$ cat src/rtl/pll_ctrl_pkg.sv
// pll_ctrl_pkg: shared constants, FSM state type and trim encoding for the PLL trim controller
package pll_ctrl_pkg;
  localparam int TRIM_W = 26;
  localparam int LEVEL_MAX = 26;
  localparam int LEVEL_W = 5;
  typedef enum logic [1:0] {IDLE, ARM, MEASURE, UPDATE} state_t;
  function automatic logic [TRIM_W-1:0] therm(input logic [LEVEL_W-1:0] lvl);
    logic [TRIM_W-1:0] t;
    for (int k = 0; k < TRIM_W; k++) t[k] = (k < int'(lvl));
    return t;
  endfunction
endpackage

$ cat src/rtl/pll_trim_controller_if.sv
// pll_trim_controller_if: control, reference and trim signals of the trim controller
interface pll_trim_controller_if
  import pll_ctrl_pkg::*;
#(
  parameter int CNT_W = 8
);
  logic              enable;
  logic              dco;
  logic              osc;
  logic [CNT_W-1:0]  div;
  logic [TRIM_W-1:0] ext_trim;
  logic [TRIM_W-1:0] trim;
  logic [LEVEL_W-1:0] level;
  logic              locked;
  modport master (output enable, dco, osc, div, ext_trim, input trim, level, locked);
  modport slave (input enable, dco, osc, div, ext_trim, output trim, level, locked);
endinterface

$ cat src/rtl/pll_edge_sync.sv
// pll_edge_sync: two-flop synchronizer plus registered rising-edge detect for the reference clock
module pll_edge_sync (
  input  logic clock,
  input  logic resetb,
  input  logic osc_i,
  output logic osc_edge_o
);
  logic [2:0] sync_q;
  logic       edge_q;
  // sync_q[1:0] is the synchronizer, sync_q[2] the previous sample for edge detect
  always_ff @(posedge clock or negedge resetb)
    if (!resetb) begin
      sync_q <= '0;
      edge_q <= 1'b0;
    end else begin
      sync_q <= {sync_q[1:0], osc_i};
      edge_q <= sync_q[1] & ~sync_q[2];
    end
  assign osc_edge_o = edge_q;
endmodule

$ cat src/rtl/pll_trim_controller.sv
// pll_trim_controller: measures DCO cycles per reference period and steps a thermometer trim toward div
module pll_trim_controller
  import pll_ctrl_pkg::*;
#(
  parameter int CNT_W = 8,
  parameter int TOL = 1,
  parameter int LOCK_N = 4
) (
  input logic clock,
  input logic resetb,
  pll_trim_controller_if.slave bus
);
  localparam int LK_W = $clog2(LOCK_N + 1);
  state_t             state_q, state_d;
  logic [CNT_W-1:0]   cnt_q, cnt_d, period_q, period_d, cnt_inc;
  logic [LK_W-1:0]    lock_q, lock_d;
  logic [LEVEL_W-1:0] level_q, level_d;
  logic [TRIM_W-1:0]  trim_q, trim_d;
  logic               locked_q, osc_edge, run, fast, slow;
  logic [CNT_W:0]     per_x, div_x;
  pll_edge_sync u_sync (
    .clock      (clock),
    .resetb     (resetb),
    .osc_i      (bus.osc),
    .osc_edge_o (osc_edge)
  );
  assign run     = bus.enable & ~bus.dco;
  assign per_x   = {1'b0, period_q};
  assign div_x   = {1'b0, bus.div};
  assign fast    = per_x > div_x + (CNT_W+1)'(TOL);
  assign slow    = per_x + (CNT_W+1)'(TOL) < div_x;
  assign cnt_inc = &cnt_q ? cnt_q : cnt_q + 1'b1;
  // next state: measure between synchronized osc edges, adjust level once per period
  always_comb begin
    state_d  = state_q;
    cnt_d    = cnt_q;
    period_d = period_q;
    lock_d   = lock_q;
    level_d  = level_q;
    trim_d   = bus.dco ? bus.ext_trim : therm(level_q);
    if (!run) begin
      state_d = IDLE;
      lock_d  = '0;
    end else begin
      case (state_q)
        IDLE: state_d = ARM;
        ARM: begin
          state_d = osc_edge ? MEASURE : ARM;
          cnt_d   = osc_edge ? CNT_W'(1) : cnt_q;
        end
        MEASURE: begin
          state_d  = osc_edge ? UPDATE : MEASURE;
          cnt_d    = osc_edge ? CNT_W'(1) : cnt_inc;
          period_d = osc_edge ? cnt_q : period_q;
        end
        default: begin
          state_d = MEASURE;
          cnt_d   = cnt_inc;
          level_d = fast ? ((level_q == LEVEL_W'(LEVEL_MAX)) ? level_q : level_q + 1'b1)
                  : slow ? ((level_q == '0) ? level_q : level_q - 1'b1)
                  : level_q;
          lock_d  = (fast | slow) ? '0 : ((lock_q == LK_W'(LOCK_N)) ? lock_q : lock_q + 1'b1);
        end
      endcase
    end
  end
  // state and datapath registers; locked follows the next lock count so it drops right after a bad update
  always_ff @(posedge clock or negedge resetb)
    if (!resetb) begin
      state_q  <= IDLE;
      cnt_q    <= '0;
      period_q <= '0;
      lock_q   <= '0;
      level_q  <= '0;
      trim_q   <= '0;
      locked_q <= 1'b0;
    end else begin
      state_q  <= state_d;
      cnt_q    <= cnt_d;
      period_q <= period_d;
      lock_q   <= lock_d;
      level_q  <= level_d;
      trim_q   <= trim_d;
      locked_q <= (lock_d == LK_W'(LOCK_N));
    end
  assign bus.trim   = trim_q;
  assign bus.level  = level_q;
  assign bus.locked = locked_q;
endmodule
$ cat src/flat_wrapper.sv
// flat-port wrapper written by rule: the top's interface ports become plain ports
module pll_trim_controller_flat import pll_ctrl_pkg::*;
#(
  parameter int CNT_W = 8,
  parameter int TOL = 1,
  parameter int LOCK_N = 4
)
  (clock, resetb, bus_enable, bus_dco, bus_osc, bus_div, bus_ext_trim, bus_trim, bus_level, bus_locked);
  pll_trim_controller_if #(.CNT_W(CNT_W)) bus_i ();
  input logic clock;
  input logic resetb;
  input wire logic [$bits(bus_i.enable)-1:0] bus_enable;
  input wire logic [$bits(bus_i.dco)-1:0] bus_dco;
  input wire logic [$bits(bus_i.osc)-1:0] bus_osc;
  input wire logic [$bits(bus_i.div)-1:0] bus_div;
  input wire logic [$bits(bus_i.ext_trim)-1:0] bus_ext_trim;
  output wire logic [$bits(bus_i.trim)-1:0] bus_trim;
  output wire logic [$bits(bus_i.level)-1:0] bus_level;
  output wire logic [$bits(bus_i.locked)-1:0] bus_locked;
  assign bus_i.enable = bus_enable;
  assign bus_i.dco = bus_dco;
  assign bus_i.osc = bus_osc;
  assign bus_i.div = bus_div;
  assign bus_i.ext_trim = bus_ext_trim;
  assign bus_trim = bus_i.trim;
  assign bus_level = bus_i.level;
  assign bus_locked = bus_i.locked;
  pll_trim_controller #(.CNT_W(CNT_W), .TOL(TOL), .LOCK_N(LOCK_N)) u_core (.clock(clock), .resetb(resetb), .bus(bus_i));
endmodule
$ cat config.mk
export PLATFORM = sky130hd
export DESIGN_NAME = pll_trim_controller_flat
export DESIGN_NICKNAME = d
export VERILOG_FILES = /design/src/rtl/pll_ctrl_pkg.sv /design/src/rtl/pll_trim_controller_if.sv /design/src/rtl/pll_edge_sync.sv /design/src/rtl/pll_trim_controller.sv /design/src/flat_wrapper.sv
export SDC_FILE = /design/constraint.sdc
export NUM_CORES = 1
export LEC_CHECK = 0
export BUFFER_PORTS_ARGS = -buffer_cell sky130_fd_sc_hd__buf_2
export CORE_MARGIN = 2
export CORE_UTILIZATION = 45
export CTS_BUF_LIST = sky130_fd_sc_hd__clkbuf_2 sky130_fd_sc_hd__clkbuf_4 sky130_fd_sc_hd__clkbuf_8
export CTS_CLUSTER_SIZE = 28
export DETAILED_ROUTE_END_ITERATION = 7
export HOLD_SLACK_MARGIN = 0.06
export PLACE_DENSITY = 0.77
export SYNTH_ARGS = -nofsm -noshare
export SYNTH_HDL_FRONTEND = slang
export SYNTH_HIERARCHICAL = 1
export SYNTH_SLANG_ARGS = --single-unit
$ cat constraint.sdc
create_clock -name clock -period 3.3 [get_ports clock]
set_input_delay 0.33 -clock clock [delete_from_list [all_inputs] [get_ports clock]]
set_output_delay 0.33 -clock clock [all_outputs]
set_load 0.03 [all_outputs]
==> results_dict.tcl, run 1 <==
set metrics [dict create \
    outcome "completed" \
    period_needed_ns 2.58 \
    rsz0062_at_grt "no" \
    netlist_top_cells_area "sky130_fd_sc_hd__dfrtp_1 42%, sky130_fd_sc_hd__ha_1 11%, sky130_fd_sc_hd__nand2_1 3.9%" \
    dominantRegCellSynth "sky130_fd_sc_hd__dfrtp_1" \
    postSynth.asyncResetShare_pct 100 \
    drt_wl_total_mm 7.49 \
    clock_tree.htree_level_count 3 \
    ys_seq_elements 57 \
    post_cts.repair.setup_buffers 0 \
    max_clock_freq_ghz 0.387 \
    die_span_in_x_um 91.3 \
    setup_viol_count_final 0 \
    ir_drop_mv 0.243 \
    place_hpwl_mm 5.57 \
    grtUsageTotal_pct 18.7 \
    most-common-layout-cells "70 x sky130_fd_sc_hd__buf_2, 57 x sky130_fd_sc_hd__dfrtp_1, 36 x sky130_fd_sc_hd__nand2_1" \
    mapped_nets 421 \
    ios 71 \
    layout.cells.most_common "sky130_fd_sc_hd__buf_2" \
    synth_cell_type_count 56 \
    post_route_cells_drive_above_1_share_pct 26.0 \
    slew_headroom_pct 48.6 \
    cp-end-kind "flip-flop" \
    r2r_setup_slack_ns 0.72 \
    clock_tree.buffer_depth 2 \
    grt_pass1_wl_mm 12.5 \
    design_area_um2 4120 \
    buffer_ports.inserted 70 \
    core-area_um2 7330 \
    antenna_cells_inserted 0 \
    via_count 2756 \
    fin_worst_skew_ns 0.00573 \
    detail_route.drc_violations 0 \
    globalplace.congestion 0.891 \
    number_of_global_route_vias_before_repair 2598 \
    setup.worst_path.class "flip-flop to flip-flop" \
    clock_pin_slew_on_the_worst_setup_and_hold_paths_ns 0.07 \
    global_route_total_overflow 0 \
    slew_viol_final 0 \
    worst-path-max-fanout 6 \
    worstSkewPairLatency_ns 0.33 \
    yosysWarnings 6 \
    post_synth.cell_area_avg_um2 9.73 \
    worst-endpoint-required_ns 3.54 \
    post_dp_cell_area_um2 3860 \
    min_path_type "input port to asynchronous set/reset pin" \
    floorplan.die_area_um2 8330 \
    tritoncts "yes" \
    critical_path.startpoint_type "flip-flop" \
    floorplan.initialDensity_pct 46.7 \
    leakage_nw 2.09 \
    drt_first_pass_iters 5 \
    synth_enable_flop_cells 0 \
    seq_area_frac_synth_pct 41.6 \
    final_min_period_over_clock_period_pct 78.3 \
    detail_route.wl_per_cell_um 14.2 \
    synth.cell_area_um2 3430 \
    area_delta_synth_final_pct 20.2 \
    grt_max_degree 41 \
    setup_tns_ns 0 \
    hold_viol 0 \
    avgViaCountPerCell 5.24 \
    library_cell_occupying_the_most_area_in_the_post_synthesis_netlist "sky130_fd_sc_hd__dfrtp_1" \
    nets 491 \
    timing.max_cap.violations 0 \
    ant_nets 0 \
    cellPowerDensity_nw_per_um2 464 \
    drt_initial_violations 200 \
    cts_hold_buf 0 \
    number_of_instances_resized_during_post_cts_repair 0 \
    clock_sinks 57 \
    worstPathArrival_ns 2.83 \
    floorplan.rows 31 \
    worstMarginPinSlew_ns 0.765 \
    synthDominantCellAreaShare_pct 41.6 \
    cell_at_the_root_of_the_clock_tree "sky130_fd_sc_hd__clkbuf_8" \
    cts_made_buffers 9 \
    die_h_um 91.3 \
    post_synth_inst_count 352 \
    initial_antenna_violation_count 0 \
]
flip-flops by register name, indices dropped and copies added, names as in the netlist:
| name | cells |
|---|---|
| u_core/bus.locked | 1 |
| u_core/u_sync/osc_edge_o | 1 |
| u_core/u_sync/sync_q | 3 |
| u_core/cnt_q | 8 |
| u_core/bus.level | 5 |
| u_core/period_q | 8 |
| u_core/bus.trim | 26 |
| u_core/state_q | 2 |
| u_core/lock_q | 3 |
synthesized netlist by cell type, types with 6 or more instances:
| cell | instances |
|---|---|
| sky130_fd_sc_hd__ha_1 | 30 |
| sky130_fd_sc_hd__clkbuf_1 | 6 |
| sky130_fd_sc_hd__nor2b_1 | 12 |
| sky130_fd_sc_hd__xor2_1 | 8 |
| sky130_fd_sc_hd__a21oi_1 | 15 |
| sky130_fd_sc_hd__nand3_1 | 14 |
| sky130_fd_sc_hd__o21ai_0 | 25 |
| sky130_fd_sc_hd__mux2i_1 | 6 |
| sky130_fd_sc_hd__nor3_1 | 7 |
| sky130_fd_sc_hd__dfrtp_1 | 57 |
| sky130_fd_sc_hd__nand2_1 | 36 |
| sky130_fd_sc_hd__inv_1 | 20 |
| sky130_fd_sc_hd__xnor2_1 | 13 |
| sky130_fd_sc_hd__mux2_2 | 6 |
| sky130_fd_sc_hd__nand4_1 | 9 |
| sky130_fd_sc_hd__nor2_1 | 20 |
path summary, 6_finish.rpt:
path	from	cells after the start	to
setup reg to reg	u_core/period_q[0]$_DFFE_PN0P_	11	u_core/bus.locked$_DFF_PN0_
min in group clock	bus_osc	1	u_core/u_sync/sync_q[0]$_DFF_PN0_
hold reg to reg	u_core/u_sync/sync_q[0]$_DFF_PN0_	0	u_core/u_sync/sync_q[1]$_DFF_PN0_
hold / removal	resetb	1	u_core/u_sync/sync_q[0]$_DFF_PN0_
setup / recovery	u_core/period_q[0]$_DFFE_PN0P_	11	u_core/bus.locked$_DFF_PN0_
max in group asynchronous	resetb	2	u_core/lock_q[1]$_DFF_PN0_
metal layers:
layer  GRT usage [%]  wire length [um]  up-vias  part of all wire (%)
li1                -                 -     1372                     -
met5               0                 0        -                     0
met1            26.6              3590     1296                    48
met2            28.5              3490       83                    47
met3            4.56               367        5                   4.9
met4            4.92                44        0                  0.59
worst max-delay path, stage by stage (launching register included):
cell,delay (ns)
sky130_fd_sc_hd__dfrtp_1,0.42
sky130_fd_sc_hd__ha_1,0.22
sky130_fd_sc_hd__nand3_2,0.11
sky130_fd_sc_hd__nor2_1,0.20
sky130_fd_sc_hd__xor2_1,0.10
sky130_fd_sc_hd__ha_1,0.23
sky130_fd_sc_hd__a211oi_2,0.20
sky130_fd_sc_hd__nand2_1,0.09
sky130_fd_sc_hd__o221ai_2,0.32
sky130_fd_sc_hd__nand2_2,0.09
sky130_fd_sc_hd__a41o_1,0.26
sky130_fd_sc_hd__nor4_2,0.25
cell type report:
class                      instances  area [um^2]
clock buffer                      12          159
clock inverter                     4         98.8
fill                             644         3210
inverter                          24         90.1
multi-input combinational        258         1860
sequential                        57         1430
tap                               99          124
timing repair buffer              72          365
power by group:
part	total, mW	internal, mW	switching (mW)
combinational	0.283	0.103	0.180
clock	0.829	0.553	0.276
sequential	0.800	0.745	0.0549
per-stage QoR:
stage / power, mW / utilization [%] / setup WS [ns] / hold slack, ns / cells
finish: 1.91 / 56.2 / 0.717 / 0.0453 / 526
global route: 2.00 / 56.2 / 0.475 / 0.0860 / 526
CTS: 1.92 / 56.2 / 0.695 / 0.0626 / 526
detailed placement: 1.10 / 52.7 / 0.672 / 0.340 / 510
global placement: 1.09 / 52.7 / 0.778 / 0.337 / 510
floorplan: 0.987 / - / 0.933 / 0.0344 / 352
cells by family (layout without fill, tap and decap cells):
group,after synthesis,after routing,synth area share [%]
simple gates,122,122,19.2
compound gates,71,71,14.3
flops,57,57,41.6
buf+inv,37,112,4.20
fa+ha+maj,30,30,11.0
xor+xnor,21,21,5.37
mux,14,14,4.38
Note: power is estimated with default switching activity, not from simulation.
==> run 2: changes to the inputs <==
==> constraint.sdc (replaced) <==
create_clock -name clock -period 2.5 [get_ports clock]
set_input_delay 0.25 -clock clock [delete_from_list [all_inputs] [get_ports clock]]
set_output_delay 0.25 -clock clock [all_outputs]
set_load 0.03 [all_outputs]
==> run 2 against run 1 <==
  * Fmax rose by 11%
  * Sequential power rose by 30%
  * Combinational power rose by 45%
  * Die area did not move
  * Sequential share of layout area fell by 0.60 points
  * Non-clock buffer count rose by 14
==> results_dict.tcl, run 2 (synthesis results as in run 1) <==
set metrics [dict create \
    outcome "completed" \
    area.sequential_um2 1430 \
    fin_hold_ws_ns 0.122 \
    cts_made_buffers 9 \
    cell_at_the_root_of_the_clock_tree "sky130_fd_sc_hd__clkbuf_8" \
    timing.max_cap.violations 0 \
    grt_max_degree 45 \
    grt_pass1_wl_mm 13.3 \
    floorplan.die_area_um2 8330 \
    clock_tree.htree_level_count 3 \
    leakage_nw 2.14 \
    detail_route.drc_violations 0 \
    layout.cells.non_filler 540 \
    multi_input_comb_area_um2 1880 \
    hold_viol 0 \
    clock_pin_slew_on_the_worst_setup_and_hold_paths_ns 0.07 \
    critical_path.cell_chain "ha_2, nand3_2, xnor2_2, ha_1, a211oi_2, nand2_1, o221ai_2, buf_4, nand3_1, mux2i_1, xnor2_1" \
    post_route_cells_drive_above_1_share_pct 28.6 \
    antenna_cells_inserted 0 \
    cp-end-kind "flip-flop" \
    place_hpwl_mm 5.89 \
    tritoncts "yes" \
    critPathSlowestCell "sky130_fd_sc_hd__dfrtp_1" \
    detail_route.wl_per_cell_um 14.5 \
    number_of_global_route_vias_before_repair 2750 \
    post_dp_cell_area_um2 3940 \
    ir_drop_mv 0.269 \
    drt_wl_total_mm 7.83 \
    core-area_um2 7330 \
    worst-path-buf-inv 1 \
    clock_tree.buffer_depth 2 \
    final_min_period_over_clock_period_pct 93.3 \
    utilization_pct 57.2 \
    ant_nets 0 \
    drt_first_pass_iters 4 \
    period_needed_ns 2.33 \
    drt_initial_violations 156 \
    fin_worst_skew_ns 0.0104 \
    worstMarginPinSlew_ns 0.836 \
    worst-path-max-fanout 5 \
    placedCellCount 521 \
    buffer_ports.inserted 70 \
    kind_of_cell_with_the_highest_combined_delay_on_the_critical_path "adder cells" \
    initial_antenna_violation_count 0 \
    ios 71 \
    critical_path.max_stage_delay_ns 0.35 \
    largest_reg_flops 26 \
    area_delta_synth_final_pct 22.4 \
    slew_viol_final 0 \
    die_h_um 91.3 \
    most-common-layout-cells "70 x sky130_fd_sc_hd__buf_2, 57 x sky130_fd_sc_hd__dfrtp_1, 36 x sky130_fd_sc_hd__nand2_1" \
    grtUsageTotal_pct 19.8 \
    setup_viol_count_final 0 \
    nets 505 \
    clock_sinks 57 \
    setup.worst_path.class "flip-flop to flip-flop" \
    worst-endpoint-required_ns 2.76 \
    design_area_um2 4190 \
    floorplan.rows 31 \
    cellPowerDensity_nw_per_um2 547 \
    via_count 2851 \
    min_path_type "input port to flip-flop" \
    max_clock_freq_ghz 0.429 \
    slew_headroom_pct 43.9 \
    layout.cells.most_common "sky130_fd_sc_hd__buf_2" \
    global_route_total_overflow 0 \
    worstSkewPairLatency_ns 0.33 \
    die_span_in_x_um 91.3 \
    rsz0062_at_grt "no" \
    fill_cells 632 \
    critical_path.startpoint_type "flip-flop" \
    worstPathArrival_ns 2.59 \
    floorplan.initialDensity_pct 46.7 \
    globalplace.congestion 0.911 \
    avgViaCountPerCell 5.28 \
]
[run 2: cell count changes in the layout (fill, tap and decap cells not counted), sizes merged]
cell	before	now
buf	72	84
clkbuf	12	9
clkinv	2	5
bufinv	3	1
dlygate4sd3	0	2
clkinvlp	0	1
inv	23	24
[run 2: repair_timing]
item / 4_1_cts / 5_1_grt
gates resized for setup: 0 / 5
setup endpoints to repair: 0 / 6
endpoints found under the hold margin: 31 / 0
hold buffers: 2 / 0
buffers inserted: 0 / 1
[run 2: path summary, 6_finish.rpt]
path	from	to	slack [ns]	cells after the start
worst max-delay path	u_core/period_q[0]$_DFFE_PN0P_	u_core/bus.level[0]$_DFFE_PN0P_	0.17	11
worst min-delay path	bus_ext_trim[24]	u_core/bus.trim[24]$_DFF_PN0_	0.12	3
worst max register to register	u_core/period_q[0]$_DFFE_PN0P_	u_core/bus.level[0]$_DFFE_PN0P_	0.17	11
worst min register to register	u_core/u_sync/sync_q[0]$_DFF_PN0_	u_core/u_sync/sync_q[1]$_DFF_PN0_	0.36	0
max in group asynchronous	resetb	u_core/lock_q[1]$_DFF_PN0_	1.31	3
min in group asynchronous	resetb	u_core/cnt_q[5]$_DFFE_PN0P_	0.52	2
[run 2: worst min-delay path, stage by stage]
cell                      delay (ns)
sky130_fd_sc_hd__buf_2          0.08
sky130_fd_sc_hd__nand2_1        0.04
sky130_fd_sc_hd__o31ai_1        0.05
[run 2: per-stage QoR]
step | TNS (ns) | worst slack [ns] | power, mW
after floorplan | 0 | 0.133 | 1.30
after global placement | 0 | 0.104 | 1.45
after detailed placement | -0.0113 | -0.0113 | 1.46
after CTS | 0 | 0.0817 | 2.32
after global routing | 0 | 0.00751 | 2.42
final | 0 | 0.169 | 2.29
[run 2: layout make-up]
cell class,instances,share of cell area [%]
Sequential cell,57,34.0
Tap cell,99,2.96
Clock inverter,7,1.67
Inverter,24,2.15
Multi-Input combinational cell,258,44.9
Clock buffer,9,2.96
Timing Repair Buffer,86,11.3
[run 2: metal layers]
metal	share of wire, %	vias to the layer above	GRT usage (%)
met5	0	-	0
met3	3.8	8	4.81
met4	0.83	0	5.93
met1	47	1382	27.1
li1	-	1397	-
met2	48	64	31.2
[run 2: report_power, final]
part	switching (mW)	total, mW	internal [mW]
registers	0.0528	1.04	0.984
logic	0.263	0.411	0.148
clock network	0.388	0.847	0.459
total	0.704	2.29	1.59
==> run 3: changes to the inputs <==
--- a/config.mk
+++ b/config.mk
@@ -7,12 +7,12 @@
 export LEC_CHECK = 0
 export BUFFER_PORTS_ARGS = -buffer_cell sky130_fd_sc_hd__buf_2
 export CORE_MARGIN = 2
-export CORE_UTILIZATION = 45
+export CORE_UTILIZATION = 25
 export CTS_BUF_LIST = sky130_fd_sc_hd__clkbuf_2 sky130_fd_sc_hd__clkbuf_4 sky130_fd_sc_hd__clkbuf_8
 export CTS_CLUSTER_SIZE = 28
 export DETAILED_ROUTE_END_ITERATION = 7
 export HOLD_SLACK_MARGIN = 0.06
-export PLACE_DENSITY = 0.77
+export PLACE_DENSITY = 0.52
 export SYNTH_ARGS = -nofsm -noshare
 export SYNTH_HDL_FRONTEND = slang
 export SYNTH_HIERARCHICAL = 1
==> run 3 against run 2 <==
  * Final area rose by 2.9%
  * Sequential share of layout area is 0.96 points lower
  * Die area increased by 76%
  * First-iteration DRC count fell by 12%
  * Power is 2.3% higher
  * Cell count is 15% higher
  * Largest power group unchanged
  * Register-to-register slack hardly changed
  * Global-route usage is 6.9 points lower
==> results_dict.tcl, run 3 (synthesis results as in run 1) <==
set metrics [dict create \
    grt_pass1_wl_mm 14.7 \
    ant_nets 0 \
    r2r_depth 10 \
    worstSkewPairLatency_ns 0.34 \
    area_delta_synth_final_pct 25.9 \
    via_count 2848 \
    worstMarginPinSlew_ns 0.663 \
    drt_wl_total_mm 9.04 \
    largest_reg_flops 26 \
    cell_at_the_root_of_the_clock_tree "sky130_fd_sc_hd__clkbuf_8" \
    floorplan.rows 42 \
    max_clock_freq_ghz 0.426 \
    post_route_cells_drive_above_1_share_pct 28.8 \
    worst-endpoint-required_ns 2.74 \
    cp-end-kind "flip-flop" \
    slew_headroom_pct 55.8 \
    number_of_global_route_vias_before_repair 2965 \
    outcome "completed" \
    timing.max_cap.violations 0 \
    floorplan.initialDensity_pct 25.8 \
    leakage_nw 2.15 \
    die_h_um 121 \
    ios 71 \
    drt_initial_violations 138 \
    grt_max_degree 40 \
    globalplace.congestion 0.841 \
    avgViaCountPerCell 4.59 \
    drt_first_pass_iters 4 \
    worst-path-max-fanout 2 \
    worstReg2RegStart "u_core/period_q[0]$_DFFE_PN0P_" \
    min_path_type "input port to flip-flop" \
    setup_viol_count_final 0 \
    worstHoldStart "bus_ext_trim[24]" \
    hold_viol 0 \
    core-area_um2 13300 \
    setup.worst_path.class "flip-flop to flip-flop" \
    clock_sinks 57 \
    cts_made_buffers 9 \
    rsz0062_at_grt "no" \
    fin_worst_skew_ns 0.00884 \
    reg2reg_to "u_core/bus.locked$_DFF_PN0_" \
    antenna_cells_inserted 0 \
    nets 509 \
    final_min_period_over_clock_period_pct 93.8 \
    tritoncts "yes" \
    setup_tns_ns 0 \
    layout.cells.most_common "sky130_fd_sc_hd__buf_2" \
    ir_drop_mv 0.168 \
    period_needed_ns 2.35 \
    fill_cells 1390 \
    global_route_total_overflow 0 \
    initial_antenna_violation_count 0 \
    clock_pin_slew_on_the_worst_setup_and_hold_paths_ns 0.07 \
    clock_tree.htree_level_count 3 \
    grtUsageTotal_pct 12.9 \
    detail_route.wl_per_cell_um 14.6 \
    place_hpwl_mm 6.81 \
    r2r_setup_slack_ns 0.15 \
    critical_path.startpoint_type "flip-flop" \
    min_path_cells 3 \
    cellPowerDensity_nw_per_um2 544 \
    detail_route.drc_violations 0 \
    worstPathArrival_ns 2.59 \
    clock_tree.buffer_depth 2 \
    floorplan.die_area_um2 14700 \
    most-common-layout-cells "70 x sky130_fd_sc_hd__buf_2, 57 x sky130_fd_sc_hd__dfrtp_1, 36 x sky130_fd_sc_hd__nand2_1" \
    worst_hold_path.endpoint "u_core/bus.trim[24]$_DFF_PN0_" \
    die_span_in_x_um 121 \
    post_cts.repair.setup_buffers 0 \
    buffer_ports.inserted 70 \
    total_power_mw 2.35 \
    slew_viol_final 0 \
]
-- run 3: cell types whose count changed in the layout (fill, tap and decap cells not counted), sizes merged --
cell | before | now
buf | 84 | 88
clkinv | 5 | 3
clkinvlp | 1 | 2
clkbuf | 9 | 11
inv | 24 | 23
-- run 3: layout make-up --
cell class,instances,area (um^2),share of cell area (%)
timing repair buffer,90,518,12.0
inverter,24,90.1,2.09
clock buffer,11,145,3.37
tap,176,220,5.11
multi-input combinational,258,1860,43.1
clock inverter,5,55.1,1.28
sequential,57,1430,33.1
-- run 3: worst max-delay path, cell delays in order, from the launching register on --
cell and delay [ns]:
sky130_fd_sc_hd__dfrtp_1 0.35, sky130_fd_sc_hd__ha_1 0.20, sky130_fd_sc_hd__nand3_2 0.11, sky130_fd_sc_hd__xnor2_1 0.13
sky130_fd_sc_hd__ha_1 0.32, sky130_fd_sc_hd__a211oi_2 0.22, sky130_fd_sc_hd__nand2_1 0.08, sky130_fd_sc_hd__o221ai_2 0.23
sky130_fd_sc_hd__nand2_2 0.07, sky130_fd_sc_hd__a41o_1 0.26, sky130_fd_sc_hd__nor4_2 0.27
-- run 3: routing by layer --
layer | GRT usage (%) | vias up | part of all wire (%) | wire length (um)
li1 | - | 1404 | - | -
met1 | 16.4 | 1373 | 46 | 4200
met2 | 20.9 | 55 | 48 | 4370
met3 | 2.77 | 16 | 3.1 | 277
met4 | 5.60 | 0 | 2.1 | 189
met5 | 0 | - | 0 | 0
-- run 3: worst max path at each step --
stage	from	to	slack, ns
floorplan	u_core/period_q[0]$_DFFE_PN0P_	u_core/bus.locked$_DFF_PN0_	0.13
global placement	bus_div[4]	u_core/bus.level[4]$_DFFE_PN0P_	0.08
detailed placement	bus_div[4]	u_core/bus.locked$_DFF_PN0_	0.004
CTS	u_core/period_q[0]$_DFFE_PN0P_	u_core/bus.locked$_DFF_PN0_	0.07
global route	u_core/period_q[0]$_DFFE_PN0P_	u_core/bus.level[2]$_DFFE_PN0P_	0.02
finish	u_core/period_q[0]$_DFFE_PN0P_	u_core/bus.locked$_DFF_PN0_	0.15
-- run 3: report_power, final --
group	internal, mW	switching (mW)
logic	0.154	0.272
registers	0.984	0.0543
clock network	0.495	0.389
total	1.63	0.715
-- run 3: through the flow --
| step | worst slack (ns) | std cells | utilization [%] | instance area, um^2 | hold WS (ns) |
|---|---|---|---|---|---|
| 3_5_place_dp | 0.00354 | 603 | 30.8 | 4090 | 0.330 |
| 3_3_place_gp | 0.0798 | 603 | 30.8 | 4090 | 0.324 |
| 6_report | 0.155 | 621 | 32.4 | 4310 | 0.105 |
| 5_1_grt | 0.0163 | 621 | 32.4 | 4310 | 0.101 |
| 2_1_floorplan | 0.133 | 352 | - | 3430 | -0.0456 |
| 4_1_cts | 0.0734 | 621 | 32.4 | 4310 | 0.0880 |
-- run 3: repair_timing --
| item | 4_1_cts | 5_1_grt |
|---|---|---|
| resized for setup | 0 | 1 |
| endpoints found under the hold margin | 27 | 0 |
| hold buffers | 2 | 0 |
| endpoints found under the setup margin | 0 | 5 |
